<file path="src/rtl/posit_pkg.sv">
// Shared posit format constants and the regime/exponent-to-scale helper
// used by the multi-precision unpack stage.
package posit_pkg;

  localparam logic [1:0] PRE_P8X4  = 2'b00;
  localparam logic [1:0] PRE_P16X2 = 2'b01;
  localparam logic [1:0] PRE_P32   = 2'b10;

  localparam int ES_P8  = 0;
  localparam int ES_P16 = 1;
  localparam int ES_P32 = 2;

  localparam int W_P8  = 8;
  localparam int W_P16 = 16;
  localparam int W_P32 = 32;

  localparam int EXP_W_P8  = 5;
  localparam int EXP_W_P16 = 10;
  localparam int EXP_W_P32 = 20;

  localparam int MANT_W_P8  = 17;
  localparam int MANT_W_P16 = 34;
  localparam int MANT_W_P32 = 68;

  // A run of ones of length m gives k = m-1; a run of zeros gives k = -m.
  function automatic logic [19:0] regime_scale(input logic pol, input logic [4:0] run,
                                               input logic [1:0] e, input int es);
    logic [19:0] k;
    k = pol ? 20'(run) - 20'd1 : 20'd0 - 20'(run);
    return (k << es) + 20'(e);
  endfunction

endpackage

</file>
<file path="src/rtl/posit_run_detect.sv">
// Leading-run counter: number of bits from the MSB down that equal the MSB
// (W when the whole body is one run).
module posit_run_detect #(
  parameter int W  = 7,
  parameter int CW = $clog2(W + 1)
) (
  input  logic [W-1:0]  body,
  output logic [CW-1:0] run_len
);

  always_comb begin
    logic found;
    run_len = CW'(W);
    found   = 1'b0;
    for (int i = W - 2; i >= 0; i--) begin
      if (!found && (body[i] != body[W-1])) begin
        run_len = CW'(W - 1 - i);
        found   = 1'b1;
      end
    end
  end

endmodule

</file>
<file path="src/rtl/posit_unpack.sv">
// Posit decoder front end: splits a 32-bit word into p8x4 / p16x2 / p32 lanes
// and emits sign, scale and left-aligned mantissa per lane over two stages.
module posit_unpack
  import posit_pkg::*;
(
  input  logic        clk,
  input  logic        rst_n,
  input  logic        in_valid,
  output logic        in_ready,
  input  logic [1:0]  in_pre,
  input  logic [31:0] in_data,
  output logic        out_valid,
  input  logic        out_ready,
  output logic [1:0]  out_pre,
  output logic [3:0]  s,
  output logic [19:0] exp,
  output logic [67:0] mant,
  output logic [3:0]  zero,
  output logic [3:0]  nar
);

  // Valid/ready: a word moves when valid & ready are both high. A stage advances
  // when it is empty or the stage after it advances, so in_ready follows out_ready
  // combinationally and one word per cycle streams through with no bubbles.
  logic v1, v2, adv1, adv2;
  assign adv2      = ~v2 | out_ready;
  assign adv1      = ~v1 | adv2;
  assign in_ready  = adv1;
  assign out_valid = v2;

  logic [7:0]  abs8  [4];
  logic [15:0] abs16 [2];
  logic [31:0] abs32;
  logic [2:0]  run8  [4];
  logic [3:0]  run16 [2];
  logic [4:0]  run32;

  always_comb begin
    for (int i = 0; i < 4; i++)
      abs8[i] = in_data[8*i+7] ? 8'd0 - in_data[8*i +: 8] : in_data[8*i +: 8];
    for (int j = 0; j < 2; j++)
      abs16[j] = in_data[16*j+15] ? 16'd0 - in_data[16*j +: 16] : in_data[16*j +: 16];
    abs32 = in_data[31] ? 32'd0 - in_data : in_data;
  end

  for (genvar gi = 0; gi < 4; gi++) begin : g_p8
    posit_run_detect #(.W(W_P8 - 1)) u_run (.body(abs8[gi][6:0]), .run_len(run8[gi]));
  end
  for (genvar gj = 0; gj < 2; gj++) begin : g_p16
    posit_run_detect #(.W(W_P16 - 1)) u_run (.body(abs16[gj][14:0]), .run_len(run16[gj]));
  end
  posit_run_detect #(.W(W_P32 - 1)) u_run_p32 (.body(abs32[30:0]), .run_len(run32));

  // Stage-1 capture values, selected by the incoming precision
  logic [31:0] abs_d;
  logic [4:0]  run_d [4];
  logic [3:0]  sgn_d, zero_d, nar_d;

  always_comb begin
    for (int i = 0; i < 4; i++) begin
      abs_d[8*i +: 8] = abs8[i];
      run_d[i]        = 5'(run8[i]);
      sgn_d[i]        = in_data[8*i+7];
      zero_d[i]       = (in_data[8*i +: 8] == 8'h00);
      nar_d[i]        = (in_data[8*i +: 8] == 8'h80);
    end
    case (in_pre)
      PRE_P16X2: begin
        for (int j = 0; j < 2; j++) begin
          abs_d[16*j +: 16] = abs16[j];
          run_d[j]          = 5'(run16[j]);
          run_d[j+2]        = '0;
          sgn_d[2*j +: 2]   = {2{in_data[16*j+15]}};
          zero_d[2*j +: 2]  = {2{in_data[16*j +: 16] == 16'h0000}};
          nar_d[2*j +: 2]   = {2{in_data[16*j +: 16] == 16'h8000}};
        end
      end
      PRE_P32: begin
        abs_d    = abs32;
        run_d[0] = run32;
        run_d[1] = '0;
        run_d[2] = '0;
        run_d[3] = '0;
        sgn_d    = {4{in_data[31]}};
        zero_d   = {4{in_data == 32'h0000_0000}};
        nar_d    = {4{in_data == 32'h8000_0000}};
      end
      default: ;
    endcase
  end

  logic [1:0]  pre_q;
  logic [31:0] abs_q;
  logic [4:0]  run_q [4];
  logic [3:0]  sgn_q, zero_q, nar_q;

  always_ff @(posedge clk or negedge rst_n) begin
    if (!rst_n) begin
      v1     <= 1'b0;
      pre_q  <= '0;
      abs_q  <= '0;
      run_q  <= '{default: '0};
      sgn_q  <= '0;
      zero_q <= '0;
      nar_q  <= '0;
    end else begin
      if (adv1) v1 <= in_valid;
      if (adv1 && in_valid) begin
        pre_q  <= in_pre;
        abs_q  <= abs_d;
        run_q  <= run_d;
        sgn_q  <= sgn_d;
        zero_q <= zero_d;
        nar_q  <= nar_d;
      end
    end
  end

  // abs MSBs of the p16 and p32 lanes are only non-zero for NaR, which is flagged separately
  logic unused_abs_msb;
  assign unused_abs_msb = ^{abs_q[31], abs_q[15]};

  // Stage 2: drop regime and terminator, then split exponent and fraction
  logic [19:0] exp8, exp16, exp32, exp_n;
  logic [67:0] mant8, mant16, mant32, mant_n;

  always_comb begin
    exp8  = '0;
    mant8 = '0;
    for (int i = 0; i < 4; i++) begin
      logic [6:0] body, rem;
      body = abs_q[8*i +: 7];
      rem  = body << (6'(run_q[i]) + 6'd1);
      if (!(zero_q[i] || nar_q[i])) begin
        exp8[5*i +: 5]    = 5'(regime_scale(body[6], run_q[i], 2'd0, ES_P8));
        mant8[17*i +: 17] = {1'b1, rem, 9'd0};
      end
    end
  end

  always_comb begin
    exp16  = '0;
    mant16 = '0;
    for (int j = 0; j < 2; j++) begin
      logic [14:0] body, rem;
      body = abs_q[16*j +: 15];
      rem  = body << (6'(run_q[j]) + 6'd1);
      if (!(zero_q[2*j] || nar_q[2*j])) begin
        exp16[10*j +: 10]  = 10'(regime_scale(body[14], run_q[j], {1'b0, rem[14]}, ES_P16));
        mant16[34*j +: 34] = {1'b1, rem[13:0], 19'd0};
      end
    end
  end

  always_comb begin
    logic [30:0] body, rem;
    body   = abs_q[30:0];
    rem    = body << (6'(run_q[0]) + 6'd1);
    exp32  = '0;
    mant32 = '0;
    if (!(zero_q[0] || nar_q[0])) begin
      exp32  = regime_scale(body[30], run_q[0], rem[30:29], ES_P32);
      mant32 = {1'b1, rem[28:0], 38'd0};
    end
  end

  always_comb begin
    case (pre_q)
      PRE_P16X2: begin exp_n = exp16; mant_n = mant16; end
      PRE_P32:   begin exp_n = exp32; mant_n = mant32; end
      default:   begin exp_n = exp8;  mant_n = mant8;  end
    endcase
  end

  always_ff @(posedge clk or negedge rst_n) begin
    if (!rst_n) begin
      v2      <= 1'b0;
      out_pre <= '0;
      s       <= '0;
      exp     <= '0;
      mant    <= '0;
      zero    <= '0;
      nar     <= '0;
    end else begin
      if (adv2) v2 <= v1;
      if (adv2 && v1) begin
        out_pre <= pre_q;
        s       <= sgn_q;
        exp     <= exp_n;
        mant    <= mant_n;
        zero    <= zero_q;
        nar     <= nar_q;
      end
    end
  end

endmodule

</file>
<file path="config.mk">
export PLATFORM = sky130hd
export DESIGN_NAME = posit_unpack
export DESIGN_NICKNAME = d
export VERILOG_FILES = /design/src/rtl/posit_pkg.sv /design/src/rtl/posit_run_detect.sv /design/src/rtl/posit_unpack.sv
export SDC_FILE = /design/constraint.sdc
export NUM_CORES = 1
export LEC_CHECK = 0
export ABC_AREA = 0
export CAP_MARGIN = 10
export CORE_UTILIZATION = 45
export CTS_CLUSTER_DIAMETER = 100
export DETAILED_ROUTE_END_ITERATION = 7
export GPL_TIMING_DRIVEN = 1
export PLACE_DENSITY = 0.65
export SLEW_MARGIN = 20
export SYNTH_ARGS = -nofsm -noshare
export SYNTH_HDL_FRONTEND = slang
export SYNTH_SLANG_ARGS = --single-unit
</file>
<file path="constraint.sdc">
create_clock -name clk -period 7 [get_ports clk]
set_clock_uncertainty 0.05 [all_clocks]
set_input_delay 1.05 -clock clk [delete_from_list [all_inputs] [get_ports clk]]
set_output_delay 1.05 -clock clk [all_outputs]
set_load 0.01 [all_outputs]
</file>
==> out/results.ini, run 1 <==
[yosys]
synthCells = 1837
synth-compound-area-share_pct = 27.0
synth_adder_area_share_pct = 2.05
yosysTopAreaCellShare_pct = 26.6
synthSimpleGateAreaFrac_pct = 22.6
yosysSeqAreaShare_pct = 26.6
synth.area.top_cells = dfrtp_1 (27%), nand2_1 (7.7%), o21ai_0 (5.7%)
synth_xor_area_share_pct = 8.74
syn_area_per_cell_um2 = 7.64
synth_flop_cell = dfrtp_1
async_flop_share_pct = 100
synth.distinct_cells = 90
synth_top_family_by_area = compound AO/OA/AOI/OAI gates
synth-edff-count = 0
synth-seq-cells = 149
synth_mux_area_share_pct = 6.99
yosysTopAreaCell = dfrtp_1
yosysWarnings = 0
syn-cell-area_um2 = 14000

[die]
num_rows = 64
fp.dieH_um = 179
initial_utilization_pct = 45.8
ios = 142
die_w_um = 179
dieArea_um2 = 31900
core_region_area_um2 = 30700

[setup_path]
rr_worst_depth = 11
worst-path-max-fanout = 25
critPathLaunchType = primary input
critPathMaxStageDelay_ns = 0.68
cp_top_family = simple AND/OR/NAND/NOR gates
path_class = in2reg
cp_cell_sequence = clkdlybuf4s50_1 -> inv_1 -> ha_1 -> or4b_2 -> nor4_2 -> a211o_1 -> nand2_1 -> nor4_1 -> o21ai_0 -> a2111oi_0 -> o22a_2 -> o41ai_2
crit_required_ns = 7.26
rrSetupSlack_ns = 2.68
r2r_end = mant[64]$_DFFE_PN0P_
crit_arrival_ns = 5.88
cpMaxStageDelayCell = or4b_2
critPathBufInv = 2
rr_startpoint = run_q[15]$_DFFE_PN0P_
endpoint_kind = flop

[placed_design]
dp_hpwl_um = 38900
port_buffers = 126
place_congestion = 0.999
placedCellCount = 2233

[min_path]
min_delay_path_depth = 2
hold_class = reg2reg
min_from = exp[3]$_DFFE_PN0P_
holdPathEnd = exp[3]$_DFFE_PN0P_

[global_routing]
top_usage_layer = met2
antenna_found_initial = 1
grt_usage_pct = 32.5
grt_pass1_vias = 13200
met1_usage_pct = 43.8
grt_max_degree = 91
grt_pass1_wl_um = 79000
met2_usage_pct = 51.9
grt_overflow = 0
grt_use_met3_pct = 4.52

[route]
drt_first_iter_violations = 1451
first_pass_iters = 6
wl_per_cell_um = 22.4
drt_wl_total_um = 50700
vias_per_cell = 6.31
num_vias = 14300
antenna_left = 0
drc_errors = 0

[timing]
setup_tns_ns = 0
clock.fmax_mhz = 178
worstMarginPinSlew_ns = 1.10
setup_viol = 0
relSlewSlack_pct = 26.9
finalCritPeriodShare_pct = 80.4
finalHoldViolCount = 0
post-route-min-period_ns = 5.63
grt_setup_unrepaired = no
fin_hold_ws_ns = 0.412
drv_slew = 0

[layout]
nNetsFinal = 1917
fin_util_pct = 51.9
final_common_cell = nand2_1
final_cell_mix = nand2_1 (285), o21ai_0 (160), dfrtp_1 (149), nor2_1 (144), clkdlybuf4s50_1 (124)
drive_gt1_share_pct = 7.01
instances_no_fill = 2264
insertedDiodeCount = 0
syn2layout_area_growth_pct = 13.3

[power_and_ir_drop]
ir_worst_vdd_mv = 0.142
intPower_mw = 2.46
switching_share_pct = 43.2
p_comb_share_pct = 50.8
pwr-share-seq_pct = 28.9
power_density_nw_per_um2 = 272
p_leak_nw = 6.36
p_total_mw = 4.33
p_switching_mw = 1.87
pwr-share-clk_pct = 20.4

[cts]
insertion_delay_ns = 0.44
tritoncts = built
post_cts_resized = 0
cts_buffers = 17
cts_max_path_buffers = 2
ctsHoldBuffers = 0
h-tree-depth = 4
cts-root-buf = clkbuf_16
clk_pin_slew_ns = 0.06
clock_sinks = 149
post-cts-setup-buffer-count = 0

[run_status]
outcome = finished, final reports clean

[run]
maxCapViolations = 0

[worst max-delay path by stage]
stage,start,end,slack [ns],cells past startpoint
floorplan,in_data[8],run_q[17]$_DFFE_PN0P_,2.46,14
global placement,in_data[16],run_q[17]$_DFFE_PN0P_,1.29,12
detailed placement,in_data[16],run_q[16]$_DFFE_PN0P_,1.12,12
CTS,in_data[16],run_q[16]$_DFFE_PN0P_,1.52,12
global route,in_data[16],run_q[17]$_DFFE_PN0P_,1.03,12
finish,in_data[16],run_q[16]$_DFFE_PN0P_,1.37,12
[final cells by class]
class                   instances  area, µm²
clock buffers                  20        457
clock inverters                11        101
fillers                      2984      14800
inverters                      36        135
multi-input cells            1500       9540
flip-flops and latches        149       3730
well taps                     396        495
repair buffers                152       1450
[synthesized netlist by cell type, drive strengths merged, types with 6 or more instances]
cell type / instances
o21ai: 163
nand3: 38
a31oi: 26
or2: 13
mux2: 18
a221o: 14
o221ai: 11
nor3: 41
dfrtp: 149
nor2b: 11
o21a: 9
nor4: 12
a21boi: 6
a21oi: 102
nor2: 144
nand2b: 20
mux4: 11
clkbuf: 114
a32oi: 8
nor3b: 8
o31ai: 30
xor2: 59
a211oi: 26
and2: 25
xnor2: 81
a22oi: 16
a222oi: 8
or4: 14
or3: 19
nand4: 8
a21o: 13
and3: 10
ha: 23
a221oi: 17
a22o: 17
nand2: 287
inv: 35
buf: 52
o41ai: 9
o211ai: 21
mux2i: 53
o22ai: 28
[kinds of logic (layout without fill, tap and decap cells)]
group / after synthesis / after routing
AOI/OAI and AO/OA: 567 / 567
adders and majority gates: 23 / 23
DFF: 149 / 149
and+or+nand+nor: 673 / 673
buffers and inverters: 202 / 219
xor gates and xnor gates: 140 / 140
other: 1 / 15
muxes: 82 / 82
[flip-flops by register name, summed over array words and instances, names as in the netlist, 4 cells and up]
register	flops
sgn_q	4
mant	53
zero_q	4
s	4
exp	20
nar_q	4
zero	4
nar	4
abs_q	31
run_q	15
[worst register-to-register path, delay by kind of cell, from the launching register on]
family	cells	cell delay, ns
buffers and inverters	3	1.23
multiplexers	1	0.44
flip-flops	1	0.32
AND/OR/NAND/NOR	1	0.09
AO/OA/AOI/OAI	5	1.62
adder cells (fa/ha/maj)	1	0.40
[power by group through the flow]
| stage | Sequential, mW | Combinational [mW] | Clock, mW |
|---|---|---|---|
| 4_1_cts | 1.25 | 2.17 | 0.893 |
| 3_5_place_dp | 1.26 | 2.16 | 0 |
| 5_1_grt | 1.27 | 2.39 | 0.925 |
| 6_report | 1.25 | 2.20 | 0.881 |
| 3_3_place_gp | 1.26 | 2.14 | 0 |
| 2_1_floorplan | 1.23 | 1.40 | 0 |
[routing by layer]
metal	vias to the layer above	wire [µm]
met2	657	23300
met4	2	1820
met1	6847	22000
li1	6694	-
met3	93	3590
met5	-	13
[through the flow]
step	cell area (µm²)	setup WS, ns
after floorplan	14100	2.46
after global routing	15900	1.03
after CTS	15900	1.52
after detailed placement	15400	1.12
final	15900	1.37
after global placement	15400	1.29
Power figures use the tool's default switching activity.
==> run 2, diff against run 1 <==
PLACE_DENSITY = 0.68   (was 0.65)
clock period = 4.7 ns   (was 7 ns; I/O delays follow)
==> out/results.ini, run 2 (same netlist as run 1, synthesis figures left out) <==
[power_and_ir_drop]
power_density_nw_per_um2 = 395  ; +45%
pwr-share-clk_pct = 19.7  ; -0.7 points
ir_worst_vdd_mv = 0.229  ; +62%
p_leak_nw = 6.73  ; +5.8%
p_total_mw = 6.51  ; +50%
switching_share_pct = 43.2  ; about the same
intPower_mw = 3.69  ; +50%
p_comb_share_pct = 51.6  ; +0.8 points
pwr-share-seq_pct = 28.7  ; -0.2 points
p_switching_mw = 2.81  ; +50%

[layout]
multi_input_area_um2 = 9540  ; unchanged
final_cell_mix = nand2_1 (285), o21ai_0 (160), dfrtp_1 (149), nor2_1 (144), clkdlybuf4s50_1 (124)
final_common_cell = nand2_1
fill_cells = 3002  ; +0.60%
seqCellArea_um2 = 3730  ; unchanged
top_register = mant
design_area_um2 = 16500  ; +3.6%
syn2layout_area_growth_pct = 17.4
reg_top3 = mant (53), abs_q (31), exp (20)
drive_gt1_share_pct = 10.6  ; +3.6 points
largest_register_ffs = 53  ; unchanged
insertedDiodeCount = 0  ; unchanged
nNetsFinal = 1995  ; +4.1%

[timing]
worstMarginPinSlew_ns = 1.09  ; -0.0100 ns
relSlewSlack_pct = 27.6  ; +0.67 points
setup_tns_ns = 0  ; unchanged
setup_viol = 0  ; unchanged
post-route-min-period_ns = 4.22
drv_slew = 0  ; unchanged
finalHoldViolCount = 0  ; unchanged
finalCritPeriodShare_pct = 89.9
grt_setup_unrepaired = no
clock.fmax_mhz = 237

[setup_path]
cp_cell_sequence = clkdlybuf4s50_1 -> inv_1 -> ha_1 -> or3b_2 -> or4_1 -> nor3_1 -> or2_1 -> o211a_1 -> or4bb_1 -> a2111oi_0 -> o22a_2 -> o41ai_2
critPathLaunchType = primary input
cpMaxStageDelayCell = or4_1
crit_required_ns = 4.95  ; -2.31 ns
worst-path-max-fanout = 8  ; -68%
path_class = in2reg
endpoint_kind = flop
critPathMaxStageDelay_ns = 0.60  ; -0.08 ns
cp_top_family = simple AND/OR/NAND/NOR gates
rr_startpoint = run_q[16]$_DFFE_PN0P_
cp-startpoint = in_data[25]
crit_arrival_ns = 4.47  ; -1.41 ns
critPathBufInv = 2  ; unchanged
rr_worst_depth = 10  ; -1
rrSetupSlack_ns = 0.99  ; -1.69 ns
r2r_end = mant[62]$_DFFE_PN0P_

[run_status]
outcome = finished, final reports clean

[global_routing]
grt_pass1_vias = 13700  ; +3.8%
grt_usage_pct = 33.0  ; +0.58 points
antenna_found_initial = 0  ; -1
grt_pass1_wl_um = 80000  ; +1.3%
grt_max_degree = 111  ; +22%
grt_overflow = 0  ; unchanged

[cts]
cts_max_path_buffers = 2  ; unchanged
insertion_delay_ns = 0.44  ; about the same
clk_pin_slew_ns = 0.07  ; about the same
cts-root-buf = clkbuf_16
ctsHoldBuffers = 0  ; unchanged
clock_sinks = 149  ; unchanged
tritoncts = built
post-cts-setup-buffer-count = 0  ; unchanged
h-tree-depth = 4  ; unchanged
post_cts_resized = 0  ; unchanged
cts_buffers = 17  ; unchanged

[route]
num_vias = 14700  ; +2.8%
first_pass_iters = 8  ; +2
drt_first_iter_violations = 1720  ; +19%
drt_wl_total_um = 51900  ; +2.2%
wl_per_cell_um = 22.1  ; -1.2%
vias_per_cell = 6.28  ; -0.58%
antenna_left = 0  ; unchanged
drc_errors = 0  ; unchanged

[placed_design]
place_congestion = 1.01  ; +0.68%
dp_hpwl_um = 40100  ; +3.3%
place_area_um2 = 15900  ; +3.8%
port_buffers = 126  ; unchanged

[die]
initial_utilization_pct = 45.8  ; unchanged
ios = 142  ; unchanged
dieArea_um2 = 31900  ; unchanged
num_rows = 64  ; unchanged
die_w_um = 179  ; unchanged
fp.dieH_um = 179  ; unchanged
core_region_area_um2 = 30700  ; unchanged

[run]
maxCapViolations = 0  ; unchanged

[min_path]
hold_class = in2async

-- run 2: worst max path at each step --
stage / to / slack [ns] / depth (start not counted)
final: run_q[16]$_DFFE_PN0P_ / 0.48 / 12
after detailed placement: run_q[16]$_DFFE_PN0P_ / 0.09 / 12
after global routing: run_q[16]$_DFFE_PN0P_ / 0.27 / 12
after floorplan: run_q[17]$_DFFE_PN0P_ / 0.50 / 14
after global placement: run_q[16]$_DFFE_PN0P_ / 0.20 / 12
after CTS: run_q[16]$_DFFE_PN0P_ / 0.53 / 12
-- run 2: worst reg2reg max path: stages (launching register included) --
cell and delay (ns):
dfrtp_1 0.48, inv_1 0.22, ha_2 0.65, buf_4 0.33, mux2_2 0.37, o21ai_0 0.28
o21ai_0 0.21, o21ai_0 0.21, o22ai_1 0.15, o21ai_0 0.46, o211ai_1 0.16
-- run 2: per-layer routing --
metal  vias to the layer above  wire length (µm)  track usage [%]
met5                         -                 0                0
met4                         0              2280             14.8
met3                       149              3550             4.22
met2                       727             23900             53.2
met1                      6970             22200             44.0
li1                       6854                 -                -
-- run 2: power groups by stage --
stage          logic (mW)  registers (mW)  clock network (mW)
6_report             3.36            1.87                1.28
5_1_grt              3.63            1.91                1.35
4_1_cts              3.31            1.86                1.29
3_5_place_dp         3.30            1.88                   0
3_3_place_gp         3.26            1.87                   0
2_1_floorplan        2.09            1.83                   0
-- run 2: per-stage QoR --
step | hold slack, ns | instances | utilization (%) | worst slack, ns
4_1_cts | 0.407 | 2342 | 53.7 | 0.526
3_3_place_gp | 0.404 | 2311 | 52.0 | 0.201
3_5_place_dp | 0.406 | 2311 | 52.0 | 0.0931
6_report | 0.326 | 2342 | 53.7 | 0.477
5_1_grt | 0.400 | 2342 | 53.7 | 0.273
2_1_floorplan | 0.359 | 1851 | - | 0.504
-- run 2: layout make-up --
type | count | area share, %
inverter | 36 | 0.820
timing repair buffer | 230 | 12.4
tap | 396 | 3.01
clock inverter | 11 | 0.645
sequential | 149 | 22.6
clock buffer | 20 | 2.65
multi-input combinational | 1500 | 57.9
